### config.mk
export PLATFORM = sky130hd
export DESIGN_NAME = bcd_stopwatch_counter_flat
export DESIGN_NICKNAME = d
export VERILOG_FILES = /design/src/rtl/bcd_stopwatch_counter_if.sv /design/src/rtl/bcd_stopwatch_counter.sv /design/src/flat_wrapper.sv
export SDC_FILE = /design/constraint.sdc
export NUM_CORES = 1
export LEC_CHECK = 0
export ABC_AREA = 1
export BUFFER_PORTS_ARGS = -buffer_cell sky130_fd_sc_hd__buf_2
export CAP_MARGIN = 10
export CORE_UTILIZATION = 38
export CTS_BUF_LIST = sky130_fd_sc_hd__clkbuf_2
export CTS_CLUSTER_SIZE = 8
export DETAILED_ROUTE_END_ITERATION = 8
export SLEW_MARGIN = 10
export SYNTH_ARGS = -nofsm -noshare
export SYNTH_HDL_FRONTEND = slang
export SYNTH_SLANG_ARGS = --single-unit
### constraint.sdc
create_clock -name clk -period 1.7 [get_ports clk]
set_input_delay 0.17 -clock clk [delete_from_list [all_inputs] [get_ports clk]]
set_output_delay 0.17 -clock clk [all_outputs]
set_load 0.05 [all_outputs]
### src/rtl/bcd_stopwatch_counter_if.sv
// Control and reading bundle between the button/debounce logic and the stopwatch counter.
// The master side drives the controls; the slave side returns the readings and status.
interface bcd_stopwatch_counter_if #(
    parameter int NUM_DIGITS = 2
);
    localparam int W = 4 * NUM_DIGITS;

    logic         count_enabled;
    logic         count_down;
    logic         load;
    logic [W-1:0] load_value;
    logic         lap;
    logic [W-1:0] time_reading;
    logic [W-1:0] lap_reading;
    logic         lap_valid;
    logic         tick;
    logic         wrap;
    logic         zero;

    modport master (
        output count_enabled, count_down, load, load_value, lap,
        input  time_reading, lap_reading, lap_valid, tick, wrap, zero
    );

    modport slave (
        input  count_enabled, count_down, load, load_value, lap,
        output time_reading, lap_reading, lap_valid, tick, wrap, zero
    );
endinterface

### src/rtl/bcd_stopwatch_counter.sv
// Parametrised BCD stopwatch: prescaled up/down digit counter with preset load and lap capture.
// Digits can only ever hold 0-9; load values above 9 are clamped on the way in.
module bcd_stopwatch_counter #(
    parameter int CLK_FREQ      = 100000000,
    parameter int TICK_HZ       = 1,
    parameter int NUM_DIGITS    = 2,
    parameter bit DOWN_SATURATE = 1'b1
) (
    input  logic                     clk,
    input  logic                     init_regs,
    bcd_stopwatch_counter_if.slave   bus
);
    localparam int              DIV      = CLK_FREQ / TICK_HZ;
    localparam int              PW       = $clog2(DIV);
    localparam int              W        = 4 * NUM_DIGITS;
    localparam logic [PW-1:0]   PRE_LAST = PW'(DIV - 1);

    logic [PW-1:0] prescaler;
    logic [W-1:0]  digits;
    logic [W-1:0]  lap_q;
    logic          lap_valid_q;
    logic          tick_q;
    logic          wrap_q;

    logic [W-1:0]  up_value;
    logic [W-1:0]  down_value;
    logic [W-1:0]  load_clamped;
    logic [W-1:0]  step_value;
    logic          carry;
    logic          borrow;
    logic          step_wrap;
    logic          step_now;

    // Ripple the carry/borrow digit by digit; a surviving carry means all-9s, a surviving borrow all-0s.
    always_comb begin
        up_value     = '0;
        down_value   = '0;
        load_clamped = '0;
        carry        = 1'b1;
        borrow       = 1'b1;
        for (int k = 0; k < NUM_DIGITS; k++) begin
            if (carry) begin
                if (digits[4*k +: 4] == 4'd9) begin
                    up_value[4*k +: 4] = 4'd0;
                end else begin
                    up_value[4*k +: 4] = digits[4*k +: 4] + 4'd1;
                    carry = 1'b0;
                end
            end else begin
                up_value[4*k +: 4] = digits[4*k +: 4];
            end

            if (borrow) begin
                if (digits[4*k +: 4] == 4'd0) begin
                    down_value[4*k +: 4] = 4'd9;
                end else begin
                    down_value[4*k +: 4] = digits[4*k +: 4] - 4'd1;
                    borrow = 1'b0;
                end
            end else begin
                down_value[4*k +: 4] = digits[4*k +: 4];
            end

            load_clamped[4*k +: 4] = (bus.load_value[4*k +: 4] > 4'd9) ? 4'd9 : bus.load_value[4*k +: 4];
        end
    end

    always_comb begin
        step_value = up_value;
        step_wrap  = carry;
        if (bus.count_down) begin
            if (borrow && DOWN_SATURATE) begin
                step_value = '0;
                step_wrap  = 1'b0;
            end else begin
                step_value = down_value;
                step_wrap  = borrow;
            end
        end
    end

    assign step_now = bus.count_enabled && (prescaler == PRE_LAST);

    always_ff @(posedge clk) begin
        if (init_regs) begin
            prescaler   <= '0;
            digits      <= '0;
            lap_q       <= '0;
            lap_valid_q <= 1'b0;
            tick_q      <= 1'b0;
            wrap_q      <= 1'b0;
        end else begin
            tick_q <= 1'b0;
            wrap_q <= 1'b0;
            // Lap samples the register value, so it sees the reading from before any load/step this edge.
            if (bus.lap) begin
                lap_q       <= digits;
                lap_valid_q <= 1'b1;
            end
            if (bus.load) begin
                digits    <= load_clamped;
                prescaler <= '0;
            end else if (step_now) begin
                prescaler <= '0;
                digits    <= step_value;
                tick_q    <= 1'b1;
                wrap_q    <= step_wrap;
            end else if (bus.count_enabled) begin
                prescaler <= prescaler + 1'b1;
            end
        end
    end

    assign bus.time_reading = digits;
    assign bus.lap_reading  = lap_q;
    assign bus.lap_valid    = lap_valid_q;
    assign bus.tick         = tick_q;
    assign bus.wrap         = wrap_q;
    assign bus.zero         = (digits == '0);
endmodule
### src/flat_wrapper.sv
// flat-port wrapper written by rule: the top's interface ports become plain ports
module bcd_stopwatch_counter_flat 
#(
    parameter int CLK_FREQ      = 100000000,
    parameter int TICK_HZ       = 1,
    parameter int NUM_DIGITS    = 2,
    parameter bit DOWN_SATURATE = 1'b1
)
  (clk, init_regs, bus_count_enabled, bus_count_down, bus_load, bus_load_value, bus_lap, bus_time_reading, bus_lap_reading, bus_lap_valid, bus_tick, bus_wrap, bus_zero);
  bcd_stopwatch_counter_if #(.NUM_DIGITS(NUM_DIGITS)) bus_i ();
  input  logic clk;
  input  logic init_regs;
  input wire logic [$bits(bus_i.count_enabled)-1:0] bus_count_enabled;
  input wire logic [$bits(bus_i.count_down)-1:0] bus_count_down;
  input wire logic [$bits(bus_i.load)-1:0] bus_load;
  input wire logic [$bits(bus_i.load_value)-1:0] bus_load_value;
  input wire logic [$bits(bus_i.lap)-1:0] bus_lap;
  output wire logic [$bits(bus_i.time_reading)-1:0] bus_time_reading;
  output wire logic [$bits(bus_i.lap_reading)-1:0] bus_lap_reading;
  output wire logic [$bits(bus_i.lap_valid)-1:0] bus_lap_valid;
  output wire logic [$bits(bus_i.tick)-1:0] bus_tick;
  output wire logic [$bits(bus_i.wrap)-1:0] bus_wrap;
  output wire logic [$bits(bus_i.zero)-1:0] bus_zero;
  assign bus_i.count_enabled = bus_count_enabled;
  assign bus_i.count_down = bus_count_down;
  assign bus_i.load = bus_load;
  assign bus_i.load_value = bus_load_value;
  assign bus_i.lap = bus_lap;
  assign bus_time_reading = bus_i.time_reading;
  assign bus_lap_reading = bus_i.lap_reading;
  assign bus_lap_valid = bus_i.lap_valid;
  assign bus_tick = bus_i.tick;
  assign bus_wrap = bus_i.wrap;
  assign bus_zero = bus_i.zero;
  bcd_stopwatch_counter #(.CLK_FREQ(CLK_FREQ), .TICK_HZ(TICK_HZ), .NUM_DIGITS(NUM_DIGITS), .DOWN_SATURATE(DOWN_SATURATE)) u_core (.clk(clk), .init_regs(init_regs), .bus(bus_i));
endmodule
### Word level (Yosys, flattened, before mapping)

Index checks and enable logic that the tools add are counted.

* flip-flop bits (word level): 46
* bits of input ports: 14
* output and inout bits: 20
* logic and storage cells: 48

* $add $sub $neg: 5
* magnitude comparators: 2
* equality and inequality tests: 4
* muxes and demuxes: 18
* bitwise gates (word level): 2
* reductions and logical operators: 10

Operator list (number)
* $mux W4: 8
* $mux W8: 4
* $add A27 B1 Y27 const B: 1
* $eq A27 B27 Y1 const B: 1
* $add A4 B1 Y4 const B: 2
* $eq A4 B4 Y1 const B: 2
* $gt A4 B4 Y1 const B: 2
* $logic_not A4 Y1: 2
* $logic_not A8 Y1: 1
* $sub A4 B1 Y4 const B: 2
* $mux W1: 6
* $reduce_or A5 Y1: 1
* $ne A4 B1 Y1 const B: 1
* $reduce_and A3 Y1: 1
* $reduce_bool A3 Y1: 1
* $reduce_or A3 Y1: 1
* $not A1 Y1: 2
* $reduce_bool A2 Y1: 1
* $reduce_or A2 Y1: 1
* $logic_and A1 B1 Y1: 1

### Longest topological paths before layout

Gate-level depths: netlist of the first run.

* word-level depth: 7
* depth in mapped cells: 11
* mapped depth without buffers: 11

### Worst setup path before layout of the first run

OpenSTA, ideal clock, no wires.

* path kind: flip-flop to flip-flop
* start: register u_core.digits[1] (netlist: u_core.bus.time_reading[1])
* end: register u_core.digits[4] (netlist: u_core.bus.time_reading[4])
* setup time: 0.117 ns
* data arrival time: 2.099 ns
* data required time: 1.583 ns
* setup slack: -0.516 ns
* cell stages (with the launch flop): 9
* buffers on the path: 0
* period minus slack after synthesis: 2.216 ns
* cells stage by stage: dfxtp_1 nor2_1 nand2_1 nor2_1 nand2_1 a21oi_1 nand3_1 nand2_1 nor2_1

* cells in the longest elaborated chain, start to end: 7
* elaborated cells on any way between the ends: 12
* classes of those cells: eq/ne: 2; mux: 7; reduce/logical: 3

RTL lines
* start: declaration: line bcd_stopwatch_counter.sv:19 `logic [W-1:0] digits;`
* start signal: assignment: line bcd_stopwatch_counter.sv:101 `digits <= load_clamped;`
* start signal: assignment: line bcd_stopwatch_counter.sv:105 `digits <= step_value;`
* $logic_not A4 Y1: line bcd_stopwatch_counter.sv:54 `if (digits[4*k +: 4] == 4'd0) begin`
* $mux W1: line bcd_stopwatch_counter.sv:54
* $mux W1: line bcd_stopwatch_counter.sv:53 `if (borrow) begin`
* $mux W8: line bcd_stopwatch_counter.sv:72 `if (borrow && DOWN_SATURATE) begin`
* $mux W8: line bcd_stopwatch_counter.sv:71 `if (bus.count_down) begin`
* $mux W8: line bcd_stopwatch_counter.sv:103 `end else if (step_now) begin`
* $mux W8: line bcd_stopwatch_counter.sv:100 `if (bus.load) begin`

Parallel ways exist; a longest one is shown, timed or not. The select of a mux whose other input is x is not followed.
A chain may end at the register's enable or synchronous reset.

### Worst setup path in the final report of the first run

* start: register u_core.prescaler[0]
* end: register u_core.prescaler[1]

* cells in the longest elaborated chain, start to end: 3
* elaborated cells on any way between the ends: 4
* classes of those cells: add/sub: 1; eq/ne: 1; reduce/logical: 2

RTL lines
* start: declaration: line bcd_stopwatch_counter.sv:18 `logic [PW-1:0] prescaler;`
* start signal: assignment: line bcd_stopwatch_counter.sv:109 `prescaler <= prescaler + 1'b1;`
* parallel branches: the longest is 3 deep, another holds $add A27 B1 Y27

Several ways; the timed one is not identified.

==> results of run 1 <==
## metrics by stage
step / util, % / hold slack (ns) / std cells
2_1_floorplan: - / 0.242 / 399
3_3_place_gp: 44.6 / 0.444 / 513
3_5_place_dp: 44.6 / 0.444 / 513
4_1_cts: 45.4 / 0.0279 / 522
5_1_grt: 47.6 / 0.00800 / 532
6_report: 47.6 / 0.0436 / 532
## state kept, by name (all words and copies together) (netlist names)
| register | count |
|---|---|
| u_core.bus.lap_valid | 1 |
| u_core.prescaler | 27 |
| u_core.bus.lap_reading | 8 |
| u_core.bus.tick | 1 |
| u_core.bus.wrap | 1 |
| u_core.bus.time_reading | 8 |
## worst paths after layout
kind,startpoint,to,slack (ns),cells past startpoint
max,u_core.prescaler[0],u_core.prescaler[1],0.06,11
min,bus_count_enabled,u_core.prescaler[9],0.04,3
max reg2reg,u_core.prescaler[0],u_core.prescaler[1],0.06,11
min reg2reg,u_core.bus.lap_valid,u_core.bus.lap_valid,0.48,2
## layout by cell type (no fill, tap or decap), types with 7 or more instances in the layout
cell,count
sky130_fd_sc_hd__dfxtp_1,38
sky130_fd_sc_hd__buf_4,18
sky130_fd_sc_hd__nor2_1,69
sky130_fd_sc_hd__a21oi_1,24
sky130_fd_sc_hd__xor2_1,17
sky130_fd_sc_hd__buf_2,32
sky130_fd_sc_hd__nand3_1,36
sky130_fd_sc_hd__inv_1,47
sky130_fd_sc_hd__nand2_1,92
sky130_fd_sc_hd__o21ai_0,18
sky130_fd_sc_hd__nor3_1,9
sky130_fd_sc_hd__dfxtp_2,7
## synth_stat cells, types with 2 or more instances
| cell type | count | area share (%) |
|---|---|---|
| sky130_fd_sc_hd__nand2_2 | 3 | 0.73 |
| sky130_fd_sc_hd__nor3_1 | 9 | 1.7 |
| sky130_fd_sc_hd__xnor2_1 | 2 | 0.68 |
| sky130_fd_sc_hd__buf_2 | 2 | 0.39 |
| sky130_fd_sc_hd__nand4_1 | 6 | 1.5 |
| sky130_fd_sc_hd__o21ai_0 | 18 | 3.5 |
| sky130_fd_sc_hd__nor2_4 | 4 | 1.7 |
| sky130_fd_sc_hd__nor2_1 | 75 | 11 |
| sky130_fd_sc_hd__nand3_1 | 36 | 7.0 |
| sky130_fd_sc_hd__nand2_1 | 94 | 14 |
| sky130_fd_sc_hd__buf_6 | 4 | 1.7 |
| sky130_fd_sc_hd__dfxtp_1 | 46 | 36 |
| sky130_fd_sc_hd__xor2_1 | 17 | 5.8 |
| sky130_fd_sc_hd__a21oi_1 | 24 | 4.7 |
| sky130_fd_sc_hd__inv_1 | 47 | 6.8 |
## power by group
part | switching (mW) | internal (mW) | total, mW | leakage [nW]
registers | 0.0326 | 1.12 | 1.15 | 0.377
clock network | 0.360 | 0.101 | 0.461 | 0.0304
logic | 0.314 | 0.141 | 0.455 | 0.894
## final cells by class
| class | instances | area, sq um |
|---|---|---|
| clock buffer | 6 | 30.0 |
| clock inverter | 2 | 8.76 |
| fill | 676 | 3380 |
| inverter | 49 | 196 |
| multi-input combinational | 298 | 1470 |
| sequential | 46 | 933 |
| tap | 77 | 96.3 |
| timing repair buffer | 52 | 325 |
| timing repair inverter | 2 | 20.0 |
## worst max-delay path, cell delays in order (launching register included)
cell,delay (ns)
sky130_fd_sc_hd__dfxtp_2,0.37
sky130_fd_sc_hd__ha_2,0.19
sky130_fd_sc_hd__inv_1,0.08
sky130_fd_sc_hd__nor2_2,0.06
sky130_fd_sc_hd__nand2_2,0.09
sky130_fd_sc_hd__nor2_4,0.04
sky130_fd_sc_hd__nand2_4,0.10
sky130_fd_sc_hd__nand2_8,0.08
sky130_fd_sc_hd__nor2_4,0.27
sky130_fd_sc_hd__buf_12,0.16
sky130_fd_sc_hd__inv_6,0.04
sky130_fd_sc_hd__a21oi_1,0.10
## kinds of logic after synthesis
| logic type | after synthesis | share of synthesized area [%] |
|---|---|---|
| compound gates | 43 | 8.35 |
| xor+xnor | 19 | 6.46 |
| fa+ha+maj | 1 | 0.485 |
| buf+inv | 56 | 9.61 |
| flops | 46 | 35.7 |
| simple gates | 234 | 39.4 |
## per-layer routing
| metal | track usage [%] | share of wire, % | vias up |
|---|---|---|---|
| li1 | - | - | 1374 |
| met3 | 2.95 | 3.1 | 11 |
| met1 | 25.5 | 53 | 1112 |
| met4 | 5.55 | 1.4 | 0 |
| met2 | 26.1 | 43 | 41 |
| met5 | 0 | 0 | - |
## what timing repair did
| action | in CTS | in global routing |
|---|---|---|
| endpoints found under the setup margin | 2 | 29 |
| endpoints found under the hold margin | 2 | 0 |
| hold buffers | 1 | 0 |
| cloned | 0 | 3 |
| resized for setup | 2 | 17 |
| pin swaps | 0 | 3 |
| buffers inserted | 0 | 7 |
==> results_tabular.tex, run 1 <==
\begin{tabular}{lr}
\hline
Metric & Value \\
\hline
\multicolumn{2}{l}{\textbf{CTS}} \\
\quad Reg clk slew, reported paths & 0.23 ns \\
\quad Clock insertion delay at the later pin of the skew report & 0.42 ns \\
\quad Maximum root-to-sink buffer count & 2 \\
\quad Library cell used as clock root buffer & sky130\_fd\_sc\_hd\_\_clkbuf\_2 \\
\quad Inserted Clock Buffers & 5 \\
\quad Clock tree from TritonCTS & yes \\
\quad H-tree level count & 2 \\
\quad Clk sink count & 46 \\
\multicolumn{2}{l}{\textbf{STA}} \\
\quad Slew Limit Headroom & 76.5\% \\
\quad Max Clock Skew & 0.0203 ns \\
\quad Period minus WS final & 1.64 ns \\
\quad Setup repair after global routing missed its margin & true \\
\quad Slew Limit Fails & 0 \\
\quad Worst-margin pin slew & 0.352 ns \\
\quad Final WS setup & 0.0612 ns \\
\quad Share of the cycle needed by the critical path after routing & 96.4\% \\
\quad Final Hold Fails & 0 \\
\quad Count of final setup violators & 0 \\
\quad Sum of negative setup slack & 0 ns \\
\quad FMAX & 610 MHz \\
\multicolumn{2}{l}{\textbf{Worst setup path}} \\
\quad CP Data Arrival Time & 2.01 ns \\
\quad CP startpoint kind & flop \\
\quad Start-to-end type of the worst setup path & flop to flop \\
\quad Largest driver fanout on the critical path & 6 \\
\quad Kind of capture point of the worst setup path & flop \\
\quad CP required & 2.07 ns \\
\multicolumn{2}{l}{\textbf{Floorplan}} \\
\quad Die extent in y & 84.4 microns \\
\quad Floorplan core area & 6460 sq um \\
\quad Standard-cell rows & 29 \\
\quad Top Ports & 34 \\
\quad Overall die area & 7120 sq um \\
\quad Die width & 84.4 microns \\
\quad Starting density of the core & 39.9\% \\
\multicolumn{2}{l}{\textbf{Synthesis}} \\
\quad Mean instance size in the synthesized netlist & 6.46 sq um \\
\quad Count of cell types in the netlist & 27 \\
\quad Main flop type after synthesis & sky130\_fd\_sc\_hd\_\_dfxtp\_1 \\
\quad Number of synthesis warnings & 0 \\
\quad Summed instance area of the synthesized netlist & 2580 sq um \\
\quad Share of synthesized flip-flops with an asynchronous set or reset & 0\% \\
\quad Share of synthesized area occupied by flip-flops and latches & 35.7\% \\
\quad Nets in the synthesized netlist & 414 \\
\quad Flops \& latches, synth & 46 \\
\quad Cell count after synthesis & 399 \\
\quad Number of enable-type register cells in the synthesized netlist & 0 \\
\multicolumn{2}{l}{\textbf{Final layout}} \\
\quad Number of inserted diodes & 0 \\
\quad Layout cell share with drive strength beyond 1 & 20.0\% \\
\quad Layout area overhead & 19.4\% \\
\quad Net total in the final layout & 469 \\
\quad Post-route design area & 3080 sq um \\
\multicolumn{2}{l}{\textbf{Power}} \\
\quad Power per unit of standard cell area & 671 nW/um\^{}2 \\
\quad Leakage component of the power & 1.30 nW \\
\quad Tot Pwr & 2.06 mW \\
\quad IR drop worst, VDD & 287 uV \\
\multicolumn{2}{l}{\textbf{Place}} \\
\quad RePlAce Congestion & 0.861 \\
\quad Worst Setup Slack post-DPL & 0.0190 ns \\
\quad Cell area reported after detailed placement & 2880 sq um \\
\quad HPWL after detailed placement & 4.53 mm \\
\quad Port Buf Inserts & 33 \\
\multicolumn{2}{l}{\textbf{Route}} \\
\quad Overall via count from detail\_route & 2538 \\
\quad DRT Pass-1 Iters & 8 \\
\quad Detail-routed via count per cell & 4.77 \\
\quad Drc violations & 2 \\
\quad Initial drt markers & 106 \\
\quad DRT Wirelength & 6.26 mm \\
\quad Number of nets with antenna violations after detailed routing & 0 \\
\quad Avg WL per Cell & 11.8 microns \\
\multicolumn{2}{l}{\textbf{Outcome}} \\
\quad Violated checks & DRC \\
\quad Result of the run & finished with violations \\
\multicolumn{2}{l}{\textbf{Worst hold path}} \\
\quad Path category of the worst min-delay check & primary input to flop \\
\multicolumn{2}{l}{\textbf{Global routing}} \\
\quad Initial antenna violation count & 0 \\
\quad Via count of the first global-routing pass & 2222 \\
\quad Total gr overflow & 0 \\
\quad Total global-route track usage & 17.4\% \\
\quad Wire length of the first global-routing pass & 10.1 mm \\
\quad Maximum number of pins on one net before global-route repair & 27 \\
\multicolumn{2}{l}{\textbf{Run}} \\
\quad Max Cap Violations & 0 \\
\hline
\end{tabular}
(Power assumes the default switching activity.)
==> run 2: changes to the inputs <==
ABC_AREA = not set   (was 1)
CORE_MARGIN = 1.5   (was not set)
clock period = 1.8 ns   (was 1.7 ns; I/O delays follow)
==> run 2 against run 1 <==
The run now ends clean. Sequential power is 8% lower. Critical path type unchanged. Combinational power is 24% lower. Flip-flop and latch count stayed put. Die area is 3.9% lower. Power is 12% lower. Cell count is 17% lower.
==> results_tabular.tex, run 2 <==
\begin{tabular}{lr}
\hline
Metric & Value \\
\hline
\multicolumn{2}{l}{\textbf{CTS}} \\
\quad Clock insertion delay at the later pin of the skew report & 0.41 ns (about the same) \\
\quad Clk sink count & 46 (unchanged) \\
\quad Maximum root-to-sink buffer count & 2 (unchanged) \\
\quad Reg clk slew, reported paths & 0.23 ns (about the same) \\
\quad Inserted Clock Buffers & 5 (unchanged) \\
\quad Library cell used as clock root buffer & sky130\_fd\_sc\_hd\_\_clkbuf\_2 \\
\quad Clock tree from TritonCTS & yes \\
\quad H-tree level count & 2 (unchanged) \\
\multicolumn{2}{l}{\textbf{Floorplan}} \\
\quad Die width & 82.7 microns (-2.0\%) \\
\quad Overall die area & 6840 sq um (-3.9\%) \\
\quad Standard-cell rows & 28 (-3.4\%) \\
\quad Die extent in y & 82.7 microns (-2.0\%) \\
\quad Floorplan core area & 6030 sq um (-6.7\%) \\
\quad Top Ports & 34 (unchanged) \\
\quad Starting density of the core & 40.0\% (+0.13 points) \\
\multicolumn{2}{l}{\textbf{Power}} \\
\quad Net switching power & 0.553 mW (-22\%) \\
\quad Sequential share of power & 58.6\% (+3.0 points) \\
\quad Fraction of power consumed by the clock network & 22.2\% (about the same) \\
\quad Leakage component of the power & 1.24 nW (-5.1\%) \\
\quad Combinational cell fraction of total power & 19.2\% (-2.8 points) \\
\quad IR drop worst, VDD & 381 uV (+33\%) \\
\quad Switching share of total power & 30.5\% (-3.8 points) \\
\quad Power per unit of standard cell area & 593 nW/um\^{}2 (-12\%) \\
\quad Internal & 1.26 mW (-6.9\%) \\
\multicolumn{2}{l}{\textbf{Place}} \\
\quad \# placed instances & 416 (-19\%) \\
\quad RePlAce Congestion & 0.833 (-3.3\%) \\
\quad HPWL after detailed placement & 4.05 mm (-11\%) \\
\quad Port Buf Inserts & 33 (unchanged) \\
\multicolumn{2}{l}{\textbf{Worst setup path}} \\
\quad Start-to-end type of the worst setup path & flop to flop \\
\quad CP required & 2.12 ns (+0.05 ns) \\
\quad Count of cells along the worst register-to-register path & 5 (-6) \\
\quad Kind of capture point of the worst setup path & flop \\
\quad CP Data Arrival Time & 2.09 ns (+0.08 ns) \\
\quad CP startpoint kind & flop \\
\quad Largest driver fanout on the critical path & 4 (-2) \\
\multicolumn{2}{l}{\textbf{STA}} \\
\quad Count of final setup violators & 0 (unchanged) \\
\quad Worst-margin pin slew & 0.298 ns (-0.0534 ns) \\
\quad Period minus WS final & 1.77 ns (+0.130 ns) \\
\quad Setup repair after global routing missed its margin & true \\
\quad Share of the cycle needed by the critical path after routing & 98.3\% (+1.9 points) \\
\quad FMAX & 565 MHz (-7.4\%) \\
\quad Final hold slack & 0.0709 ns (+0.0273 ns) \\
\quad Final Hold Fails & 0 (unchanged) \\
\quad Max Clock Skew & 0.0182 ns (-0.00214 ns) \\
\quad Slew Limit Fails & 0 (unchanged) \\
\quad Slew Limit Headroom & 80.1\% (+3.6 points) \\
\multicolumn{2}{l}{\textbf{Final layout}} \\
\quad Non-filler cells in the finished layout & 440 (-17\%) \\
\quad Number of flip-flops under the largest register name & 27 (unchanged) \\
\quad Most frequent cells in the layout & sky130\_fd\_sc\_hd\_\_nor2\_1, sky130\_fd\_sc\_hd\_\_buf\_4, sky130\_fd\_sc\_hd\_\_dfxtp\_1 \\
\quad Layout area overhead & 27.0\% \\
\quad Most flops, register & u\_core.prescaler \\
\quad Layout cell share with drive strength beyond 1 & 29.3\% (+9.3 points) \\
\quad Number of fillers in the final layout & 605 (-11\%) \\
\quad Number of inserted diodes & 0 (unchanged) \\
\quad Sequential cell area & 950 sq um (+1.7\%) \\
\quad Net total in the final layout & 379 (-19\%) \\
\quad Most common cell after layout, fill and taps aside & sky130\_fd\_sc\_hd\_\_nor2\_1 \\
\quad Area of combinational cells with multiple inputs & 1430 sq um (-2.8\%) \\
\multicolumn{2}{l}{\textbf{Route}} \\
\quad Detail-routed via count per cell & 5.28 (+11\%) \\
\quad Avg WL per Cell & 13.0 microns (+11\%) \\
\quad DRT Pass-1 Iters & 4 (-4) \\
\quad Drc violations & 0 (-2) \\
\quad Initial drt markers & 54 (-49\%) \\
\quad Overall via count from detail\_route & 2324 (-8.4\%) \\
\quad Number of nets with antenna violations after detailed routing & 0 (unchanged) \\
\quad DRT Wirelength & 5.73 mm (-8.4\%) \\
\multicolumn{2}{l}{\textbf{Outcome}} \\
\quad Result of the run & complete, no violations \\
\multicolumn{2}{l}{\textbf{Synthesis}} \\
\quad Nets in the synthesized netlist & 313 (-24\%) \\
\quad Summed instance area of the synthesized netlist & 2410 sq um (-6.4\%) \\
\quad Count of cell types in the netlist & 47 (+74\%) \\
\quad Share of the synthesized area in the top cell type & 38.2\% (+2.4 points) \\
\quad Cells taking the most area after synthesis & sky130\_fd\_sc\_hd\_\_dfxtp\_1, sky130\_fd\_sc\_hd\_\_nor2\_1, sky130\_fd\_sc\_hd\_\_mux2i\_1 \\
\quad Mean instance size in the synthesized netlist & 8.10 sq um (+25\%) \\
\quad Share of synthesized area occupied by flip-flops and latches & 38.2\% (+2.4 points) \\
\quad Flops \& latches, synth & 46 (unchanged) \\
\quad Cell count after synthesis & 298 (-25\%) \\
\quad Post-synth top cells & sky130\_fd\_sc\_hd\_\_nor2\_1, sky130\_fd\_sc\_hd\_\_dfxtp\_1, sky130\_fd\_sc\_hd\_\_nand2\_1 \\
\quad Most frequent cell after synthesis & sky130\_fd\_sc\_hd\_\_nor2\_1 \\
\quad Share of synthesized flip-flops with an asynchronous set or reset & 0\% (unchanged) \\
\quad Number of enable-type register cells in the synthesized netlist & 0 (unchanged) \\
\quad Most area-hungry cell type in the Yosys netlist & sky130\_fd\_sc\_hd\_\_dfxtp\_1 \\
\quad Main flop type after synthesis & sky130\_fd\_sc\_hd\_\_dfxtp\_1 \\
\quad Number of synthesis warnings & 0 (unchanged) \\
\multicolumn{2}{l}{\textbf{Global routing}} \\
\quad Total gr overflow & 0 (unchanged) \\
\quad Total global-route track usage & 17.6\% (+0.13 points) \\
\quad Maximum number of pins on one net before global-route repair & 20 (-26\%) \\
\quad Initial antenna violation count & 0 (unchanged) \\
\quad Wire length of the first global-routing pass & 9.26 mm (-8.7\%) \\
\quad Via count of the first global-routing pass & 2016 (-9.3\%) \\
\multicolumn{2}{l}{\textbf{Run}} \\
\quad Max Cap Violations & 0 (unchanged) \\
\multicolumn{2}{l}{\textbf{Worst hold path}} \\
\quad Path category of the worst min-delay check & primary input to flop \\
\quad Number of stages on the worst hold path & 2 (-1) \\
\hline
\end{tabular}
==> run 2: cell count changes after synthesis, moves of 5 or more <==
cell,change
sky130_fd_sc_hd__a21oi_1,-14
sky130_fd_sc_hd__and4_1,+6
sky130_fd_sc_hd__clkbuf_1,+15
sky130_fd_sc_hd__inv_1,-42
sky130_fd_sc_hd__mux2i_1,+13
sky130_fd_sc_hd__nand2_1,-70
sky130_fd_sc_hd__nand2b_1,+5
sky130_fd_sc_hd__nand3_1,-23
sky130_fd_sc_hd__nor2_1,-21
sky130_fd_sc_hd__o21ai_0,-6
sky130_fd_sc_hd__xnor2_1,+12
sky130_fd_sc_hd__xor2_1,-7
==> run 2: path summary, 6_finish.rpt <==
kind | slack [ns] | from | endpoint
worst min register to register | 0.49 | u_core.bus.lap_valid | u_core.bus.lap_valid
worst max register to register | 0.03 | u_core.prescaler[11] | u_core.bus.time_reading[5]
worst max-delay path | 0.03 | u_core.prescaler[11] | u_core.bus.time_reading[5]
worst min-delay path | 0.07 | init_regs | u_core.bus.lap_valid
==> run 2: power by group through the flow <==
stage	clock network, mW	logic [mW]	registers [mW]
2_1_floorplan	0	0.164	1.14
3_3_place_gp	0	0.311	1.09
3_5_place_dp	0	0.312	1.09
4_1_cts	0.427	0.321	1.07
5_1_grt	0.459	0.376	1.07
6_report	0.404	0.348	1.06
==> run 2: final cells by class <==
class / count / share of cell area, %
Clock buffer: 5 / 0.817
Clock inverter: 3 / 0.368
Inverter: 5 / 0.613
Multi-Input combinational cell: 227 / 46.5
Sequential cell: 46 / 31.0
Tap cell: 75 / 3.06
Timing Repair Buffer: 79 / 17.6
==> run 2: cells by family after synthesis <==
kind of cell,synth area share (%)
buf+inv,4.15
flops,38.2
compound gates,9.91
xor+xnor,8.71
fa+ha+maj,0.519
simple gates,31.4
mux,7.11
==> run 2: routing by layer <==
metal / global-route usage [%] / up-vias / wire [microns]
li1: - / 1169 / -
met1: 22.2 / 1103 / 2750
met2: 30.1 / 41 / 2710
met3: 3.30 / 11 / 208
met4: 5.33 / 0 / 67
met5: 0 / - / 0
==> run 2: stage by stage <==
step | utilization, % | setup TNS, ns | total power, mW | cell area [sq um] | setup WS, ns
2_1_floorplan | - | -0.0897 | 1.30 | 2430 | -0.0460
3_3_place_gp | 47.1 | 0 | 1.40 | 2840 | 0.0586
3_5_place_dp | 47.1 | 0 | 1.40 | 2840 | 0.0215
4_1_cts | 48.2 | 0 | 1.82 | 2900 | 0.00293
5_1_grt | 50.8 | -0.0567 | 1.90 | 3060 | -0.0444
6_report | 50.8 | 0 | 1.82 | 3060 | 0.0311
==> run 2: worst max-delay path, cell delays in order (launching register included) <==
cell and delay [ns]:
sky130_fd_sc_hd__dfxtp_2 0.38, sky130_fd_sc_hd__nor4b_2 0.23, sky130_fd_sc_hd__and4b_2 0.29, sky130_fd_sc_hd__nand3_4 0.09, sky130_fd_sc_hd__o41a_4 0.39, sky130_fd_sc_hd__mux2_4 0.30
==> run 2: what timing repair did <==
item                                   CTS  global route
resized for setup                        4            19
setup endpoints to repair                1             6
setup buffers                            0            12
hold buffers                             2             2
pin swaps                                0             3
endpoints found under the hold margin    2             2
